==> config.mk <==
export PLATFORM = sky130hd
export DESIGN_NAME = aes_ctr_ctrl_flat
export DESIGN_NICKNAME = d
export VERILOG_FILES = /design/src/rtl/aes_ctr_ctrl_pkg.sv /design/src/rtl/aes_ctr_ctrl_if.sv /design/src/rtl/aes_ctr_datapath.sv /design/src/rtl/aes_ctr_ctrl.sv /design/src/flat_wrapper.sv
export SDC_FILE = /design/constraint.sdc
export NUM_CORES = 1
export LEC_CHECK = 0
export ABC_CLOCK_PERIOD_IN_PS = 2760
export CAP_MARGIN = 20
export CORE_AREA = 2 2 328 330
export DETAILED_ROUTE_END_ITERATION = 6
export DIE_AREA = 0 0 330 332
export PLACE_DENSITY = 0.36
export SLEW_MARGIN = 20
export SYNTH_ARGS = -nofsm -noshare
export SYNTH_HDL_FRONTEND = slang
export SYNTH_SLANG_ARGS = --single-unit
==> constraint.sdc <==
create_clock -name clk -period 2.76 [get_ports clk]
set_input_delay 0.276 -clock clk [delete_from_list [all_inputs] [get_ports clk]]
set_output_delay 0.276 -clock clk [all_outputs]
set_load 0.01 [all_outputs]
==> src/rtl/aes_ctr_ctrl_pkg.sv <==
// Shared widths and FSM state encoding for the AES-CTR sequencing controller.
// The states are kept as plain localparam constants so legacy netlists can match the encoding.
package aes_ctr_ctrl_pkg;

   localparam int BLOCK_W = 128;
   localparam int CTR_W   = 64;
   localparam int NONCE_W = BLOCK_W - CTR_W;
   localparam int STATE_W = 3;

   typedef logic [STATE_W-1:0] state_t;

   localparam state_t ST_IDLE      = 3'd0;
   localparam state_t ST_KEY_START = 3'd1;
   localparam state_t ST_KEY_WAIT  = 3'd2;
   localparam state_t ST_READY     = 3'd3;
   localparam state_t ST_ENC_ISSUE = 3'd4;
   localparam state_t ST_ENC_SKIP  = 3'd5;
   localparam state_t ST_ENC_WAIT  = 3'd6;
   localparam state_t ST_OUT_HOLD  = 3'd7;

   // IDLE and READY are the only states in which the controller is willing to take new work.
   function automatic logic stateIsBusy(state_t s);
      return !((s == ST_IDLE) || (s == ST_READY));
   endfunction

endpackage

==> src/rtl/aes_ctr_ctrl_if.sv <==
// Data-block stream between a user and the AES-CTR controller.
// The master side supplies input blocks and accepts results; the slave side is the controller.
interface aes_ctr_ctrl_if;
   import aes_ctr_ctrl_pkg::*;

   logic               in_valid;
   logic               in_ready;
   logic [BLOCK_W-1:0] in_data;
   logic               out_valid;
   logic               out_ready;
   logic [BLOCK_W-1:0] out_data;

   modport master (
      output in_valid, in_data, out_ready,
      input  in_ready, out_valid, out_data
   );

   modport slave (
      input  in_valid, in_data, out_ready,
      output in_ready, out_valid, out_data
   );

endinterface

==> src/rtl/aes_ctr_datapath.sv <==
// Counter block, latched input data and registered keystream XOR for the AES-CTR controller.
// The FSM only issues load/latch/complete strobes; all wide state lives here.
module aes_ctr_datapath
   import aes_ctr_ctrl_pkg::*;
(
   input  logic               clk,
   input  logic               reset,
   input  logic               load_i,
   input  logic               latch_i,
   input  logic               complete_i,
   input  logic [NONCE_W-1:0] nonce_i,
   input  logic [BLOCK_W-1:0] data_i,
   input  logic [BLOCK_W-1:0] enc_result_i,
   output logic [BLOCK_W-1:0] enc_block_o,
   output logic [BLOCK_W-1:0] out_data_o,
   output logic               ctr_wrap_o
);

   logic [NONCE_W-1:0] nonce_q, nonce_d;
   logic [CTR_W-1:0]   ctr_q, ctr_d;
   logic [BLOCK_W-1:0] data_q, data_d;
   logic [BLOCK_W-1:0] out_data_q, out_data_d;
   logic               wrap_q, wrap_d;

   // The wrap flag is sticky across blocks; only a fresh start (load) or reset clears it.
   always_comb begin
      nonce_d    = nonce_q;
      ctr_d      = ctr_q;
      data_d     = data_q;
      out_data_d = out_data_q;
      wrap_d     = wrap_q;
      if (load_i) begin
         nonce_d = nonce_i;
         ctr_d   = '0;
         wrap_d  = 1'b0;
      end
      if (latch_i) begin
         data_d = data_i;
      end
      if (complete_i) begin
         out_data_d = enc_result_i ^ data_q;
         ctr_d      = ctr_q + CTR_W'(1);
         if (&ctr_q) begin
            wrap_d = 1'b1;
         end
      end
   end

   always_ff @(posedge clk) begin
      if (reset) begin
         nonce_q    <= '0;
         ctr_q      <= '0;
         data_q     <= '0;
         out_data_q <= '0;
         wrap_q     <= 1'b0;
      end else begin
         nonce_q    <= nonce_d;
         ctr_q      <= ctr_d;
         data_q     <= data_d;
         out_data_q <= out_data_d;
         wrap_q     <= wrap_d;
      end
   end

   assign enc_block_o = {nonce_q, ctr_q};
   assign out_data_o  = out_data_q;
   assign ctr_wrap_o  = wrap_q;

endmodule

==> src/rtl/aes_ctr_ctrl.sv <==
// AES-CTR sequencing controller: drives key expansion, then one encryptor request per input block,
// and returns keystream XOR data through a held valid/ready output.
module aes_ctr_ctrl
   import aes_ctr_ctrl_pkg::*;
(
   input  logic               clk,
   input  logic               reset,
   input  logic               start,
   input  logic [BLOCK_W-1:0] key,
   input  logic [NONCE_W-1:0] nonce,
   aes_ctr_ctrl_if.slave      bus,
   output logic [BLOCK_W-1:0] key_out,
   output logic               key_init,
   input  logic               key_ready,
   output logic               enc_next,
   output logic [BLOCK_W-1:0] enc_block,
   input  logic               enc_ready,
   input  logic [BLOCK_W-1:0] enc_result,
   output logic               busy,
   output logic               ctr_wrap
);

   state_t state_q, state_d;
   logic   kwFirst_q, kwFirst_d;
   logic   loadStart;
   logic   latchData;
   logic   completeBlk;
   logic [BLOCK_W-1:0] outData;

   // KEY_WAIT spends its first cycle ignoring key_ready, which may still be high from the last key.
   // ENC_SKIP plays the same role for a stale enc_ready left over from the previous block.
   always_comb begin
      state_d     = state_q;
      kwFirst_d   = kwFirst_q;
      loadStart   = 1'b0;
      latchData   = 1'b0;
      completeBlk = 1'b0;
      case (state_q)
         ST_IDLE: begin
            if (start) begin
               loadStart = 1'b1;
               state_d   = ST_KEY_START;
            end
         end
         ST_KEY_START: begin
            kwFirst_d = 1'b1;
            state_d   = ST_KEY_WAIT;
         end
         ST_KEY_WAIT: begin
            if (kwFirst_q) begin
               kwFirst_d = 1'b0;
            end else if (key_ready) begin
               state_d = ST_READY;
            end
         end
         ST_READY: begin
            if (start) begin
               loadStart = 1'b1;
               state_d   = ST_KEY_START;
            end else if (bus.in_valid) begin
               latchData = 1'b1;
               state_d   = ST_ENC_ISSUE;
            end
         end
         ST_ENC_ISSUE: state_d = ST_ENC_SKIP;
         ST_ENC_SKIP:  state_d = ST_ENC_WAIT;
         ST_ENC_WAIT: begin
            if (enc_ready) begin
               completeBlk = 1'b1;
               state_d     = ST_OUT_HOLD;
            end
         end
         ST_OUT_HOLD: begin
            if (bus.out_ready) begin
               state_d = ST_READY;
            end
         end
         default: state_d = ST_IDLE;
      endcase
   end

   always_ff @(posedge clk) begin
      if (reset) begin
         state_q   <= ST_IDLE;
         kwFirst_q <= 1'b0;
      end else begin
         state_q   <= state_d;
         kwFirst_q <= kwFirst_d;
      end
   end

   aes_ctr_datapath u_dp (
      .clk          (clk),
      .reset        (reset),
      .load_i       (loadStart),
      .latch_i      (latchData),
      .complete_i   (completeBlk),
      .nonce_i      (nonce),
      .data_i       (bus.in_data),
      .enc_result_i (enc_result),
      .enc_block_o  (enc_block),
      .out_data_o   (outData),
      .ctr_wrap_o   (ctr_wrap)
   );

   assign key_out       = key;
   assign key_init      = (state_q == ST_KEY_START);
   assign enc_next      = (state_q == ST_ENC_ISSUE);
   assign busy          = stateIsBusy(state_q);
   assign bus.in_ready  = (state_q == ST_READY);
   assign bus.out_valid = (state_q == ST_OUT_HOLD);
   assign bus.out_data  = outData;

endmodule

==> src/flat_wrapper.sv <==
// flat-port wrapper written by rule: the top's interface ports become plain ports
module aes_ctr_ctrl_flat import aes_ctr_ctrl_pkg::*;
  (clk, reset, start, key, nonce, key_out, key_init, key_ready, enc_next, enc_block, enc_ready, enc_result, busy, ctr_wrap, bus_in_valid, bus_in_data, bus_out_ready, bus_in_ready, bus_out_valid, bus_out_data);
  aes_ctr_ctrl_if bus_i ();
  input  logic clk;
  input  logic reset;
  input  logic start;
  input  logic [BLOCK_W-1:0] key;
  input  logic [NONCE_W-1:0] nonce;
  output logic [BLOCK_W-1:0] key_out;
  output logic key_init;
  input  logic key_ready;
  output logic enc_next;
  output logic [BLOCK_W-1:0] enc_block;
  input  logic enc_ready;
  input  logic [BLOCK_W-1:0] enc_result;
  output logic busy;
  output logic ctr_wrap;
  input wire logic [$bits(bus_i.in_valid)-1:0] bus_in_valid;
  input wire logic [$bits(bus_i.in_data)-1:0] bus_in_data;
  input wire logic [$bits(bus_i.out_ready)-1:0] bus_out_ready;
  output wire logic [$bits(bus_i.in_ready)-1:0] bus_in_ready;
  output wire logic [$bits(bus_i.out_valid)-1:0] bus_out_valid;
  output wire logic [$bits(bus_i.out_data)-1:0] bus_out_data;
  assign bus_i.in_valid = bus_in_valid;
  assign bus_i.in_data = bus_in_data;
  assign bus_i.out_ready = bus_out_ready;
  assign bus_in_ready = bus_i.in_ready;
  assign bus_out_valid = bus_i.out_valid;
  assign bus_out_data = bus_i.out_data;
  aes_ctr_ctrl u_core (.clk(clk), .reset(reset), .start(start), .key(key), .nonce(nonce), .bus(bus_i), .key_out(key_out), .key_init(key_init), .key_ready(key_ready), .enc_next(enc_next), .enc_block(enc_block), .enc_ready(enc_ready), .enc_result(enc_result), .busy(busy), .ctr_wrap(ctr_wrap));
endmodule
==> results.json <==
{
  "status": "complete, but fails checks",
  "violations": "design-rule violations",
  "drcViolationCount": 42,
  "setup_viol": 0,
  "clockBufferDepth": 3,
  "cts_max_level": 2,
  "dieWidth_um": 330,
  "grt-ovfl-total": 0,
  "ff2ff_setup_slack_ps": 470,
  "io_pins": 845,
  "fp.dieH_um": 332,
  "p_sw_share_pct": 24.5,
  "yosys_warnings": 0,
  "crit_arrival_ps": 2210,
  "syn-num-nets": 2407,
  "dr_total_vias": 15000,
  "yosysUniqueCellTypes": 54,
  "clk_latency_ps": 630,
  "p_leak_nw": 7.71,
  "clock_tree.root_cell": "clkbuf_16",
  "ys_seq_area_share_pct": 47.6,
  "multi_input_area_um2": 7090,
  "synth-seq-cells": 389,
  "syn-cell-area_um2": 16400,
  "timing.slew.headroom_pct": 55.7,
  "dp_cells": 3737,
  "start_kind": "register",
  "synth_ff_type": "dfxtp_1",
  "vias_per_cell": 3.91,
  "place_congestion": 0.794,
  "min_to": "u_core.u_dp.ctr_q[57]",
  "wl_per_cell_um": 17.5,
  "wl_um": 66900,
  "p_int_mw": 10.4,
  "seqPwrFrac_pct": 41.8,
  "cts_made_buffers": 52,
  "core_area_um2": 106000,
  "final.min_clock_period_ps": 2490,
  "finalMaxSlewViolations": 0,
  "final.setup_skew_ps": 21.1,
  "powerDensity_nw_per_um2": 558,
  "rows": 120,
  "end_kind": "output port",
  "reg2reg_to": "u_core.u_dp.ctr_q[55]",
  "setup_tns_ps": 0,
  "gr-usage-all-layers_pct": 11.7,
  "antenna_found_initial": 5,
  "drtIter0Drc": 679,
  "final_cells": 3831,
  "clockPowerShare_pct": 48.9,
  "dp_slack_ps": 169,
  "initial_core_util_pct": 15.4,
  "final.period_utilization_pct": 90.2,
  "nets": 2844,
  "regArea_um2": 7790,
  "p_comb_share_pct": 9.3,
  "worstHoldPathCells": 2,
  "async_flop_share_pct": 0,
  "hold_path_class": "input pin to register",
  "fillers": 11600,
  "synthCells": 1951,
  "dieArea_um2": 110000,
  "synth_edf_count": 0,
  "worstPathMaxFanout": 8,
  "fin_ws_ps": 270,
  "grt_max_degree": 97,
  "reg2reg_from": "u_core.u_dp.ctr_q[5]",
  "cap_violations": 0,
  "cts.sink_count": 389,
  "finalHoldViolations": 0,
  "critical_path_class": "register to output port",
  "numPortBuffers": 588,
  "grt_pass1_wl_um": 97200,
  "crit_required_ps": 2480,
  "cts_tree": "done",
  "syn_to_final_growth_pct": 51.4,
  "synth.avg_cell_area_um2": 8.39,
  "grt_pass1_vias": 14800,
  "clkSlewWorstSetupHoldPaths_ps": 60,
  "rsz0062_at_grt": "false",
  "maxClockFrequency_mhz": 402,
  "ir_drop_mv": 0.390,
  "r2r_cells": 7,
  "ant_nets": 0,
  "min-delay-start": "reset",
  "power_switching_mw": 3.39,
  "drive_gt1_share_pct": 6.80,
  "tightest_slew_ps": 664,
  "cts_hold_buffers": 0,
  "first_pass_iters": 7,
  "hpwl_um": 49100
}
-- cells in the final DEF (no fill, tap or decap), types with 26 or more instances in the layout --
cell type / Yosys / final
buf_4: 129 / 38
nand4_1: 26 / 26
a21oi_1: 236 / 236
a211oi_1: 129 / 129
xnor2_1: 131 / 131
nand3_1: 32 / 32
clkbuf_16: 0 / 53
nand2_1: 424 / 423
nor2_1: 160 / 160
clkdlybuf4s50_1: 0 / 587
dfxtp_1: 389 / 389
-- flip-flops by register name, indices dropped and copies added, names as in the netlist --
register	count
u_core.u_dp.out_data_o	128
u_core.u_dp.ctr_wrap_o	1
u_core.kwFirst_q	1
u_core.u_dp.ctr_q	64
u_core.u_dp.nonce_q	64
u_core.u_dp.data_q	128
u_core.state_q	3
-- routing by layer --
metal	vias to the layer above	wire length, µm	global-route usage (%)
met4	2	2040	4.33
met2	487	31100	19.3
met3	116	6380	4.17
li1	7388	-	-
met1	7000	27300	13.9
met5	-	13	0
-- power groups by stage --
stage               combinational, mW  sequential (mW)  clock, mW
global placement                 1.31             5.89          0
global route                     1.40             5.78       7.30
finish                           1.29             5.77       6.76
detailed placement               1.31             5.90          0
CTS                              1.32             5.77       7.14
floorplan                       0.609             5.92          0
-- layout make-up --
type                       count  area share [%]
antenna                        1          0.0101
timing repair buffer         638            25.9
tap                         1403            7.09
multi-input combinational   1296            28.6
clock inverter                13           0.419
clock buffer                  80            6.37
sequential                   389            31.4
inverter                      11           0.172
-- kinds of logic (layout without fill, tap and decap cells) --
kind of cell / after synthesis / after routing / share of synthesized area [%]
simple gates: 735 / 735 / 19.6
compound gates: 414 / 414 / 15.5
flops: 389 / 389 / 47.6
buf+inv: 266 / 742 / 9.29
xor+xnor: 135 / 135 / 7.23
mux: 11 / 11 / 0.757
fa+ha+maj: 1 / 1 / 0.0764
other cells: 0 / 1 / 0
-- cells in the mapped netlist, drive strengths merged, types with 2 or more instances --
master  count  area share [%]
nand2     424             9.7
and3        5            0.19
and2        4            0.15
nand2b      3            0.11
inv        10            0.23
nand4b      2            0.20
or4         7            0.32
o211ai     25             1.1
xor2        4            0.21
o21ai       4            0.12
xnor2     131             7.0
nand4      31             1.4
nand3      32            0.98
o311ai      8            0.43
dfxtp     389              48
nand3b      2           0.092
or2         5            0.19
mux2       11            0.76
clkbuf    101             2.3
or3        24            0.92
nor2      161             3.7
nor4       15            0.87
a211oi    129             5.9
a21oi     236             7.2
a21o        2           0.092
and4        2            0.11
buf       154             6.7
nor3       16            0.52
-- per-stage QoR --
stage          power (mW)  hold WS, ps  instance area [µm²]  util, %
2_1_floorplan        6.53          412                16400        -
3_3_place_gp         7.20          442                23100     21.7
3_5_place_dp         7.21          448                23100     21.7
4_1_cts              14.2         49.7                24800     23.3
5_1_grt              14.5         88.4                24800     23.3
6_report             13.8          101                24800     23.3
-- how the worst max path moves through the flow --
stage / from / end / slack [ps] / depth (start not counted)
3_3_place_gp: enc_ready / u_core.u_dp.ctr_q[33] / 190 / 7
2_1_floorplan: u_core.u_dp.ctr_q[0] / u_core.u_dp.ctr_q[62] / 770 / 6
5_1_grt: u_core.state_q[2] / enc_next / 110 / 3
6_report: u_core.state_q[2] / enc_next / 270 / 3
3_5_place_dp: enc_ready / u_core.u_dp.ctr_q[35] / 170 / 7
4_1_cts: u_core.state_q[2] / enc_next / 120 / 3
-- critical path, stage by stage, from the launching register on --
cell             delay (ps)
dfxtp_1                 500
clkinv_2                220
nor3_2                  270
clkdlybuf4s50_1         620
-- what timing repair did --
action | CTS | global route
endpoints found under the setup margin | 1 | 0
setup buffers | 0 | 0
resized for setup | 2 | 0
Note: power is estimated with default switching activity, not from simulation.
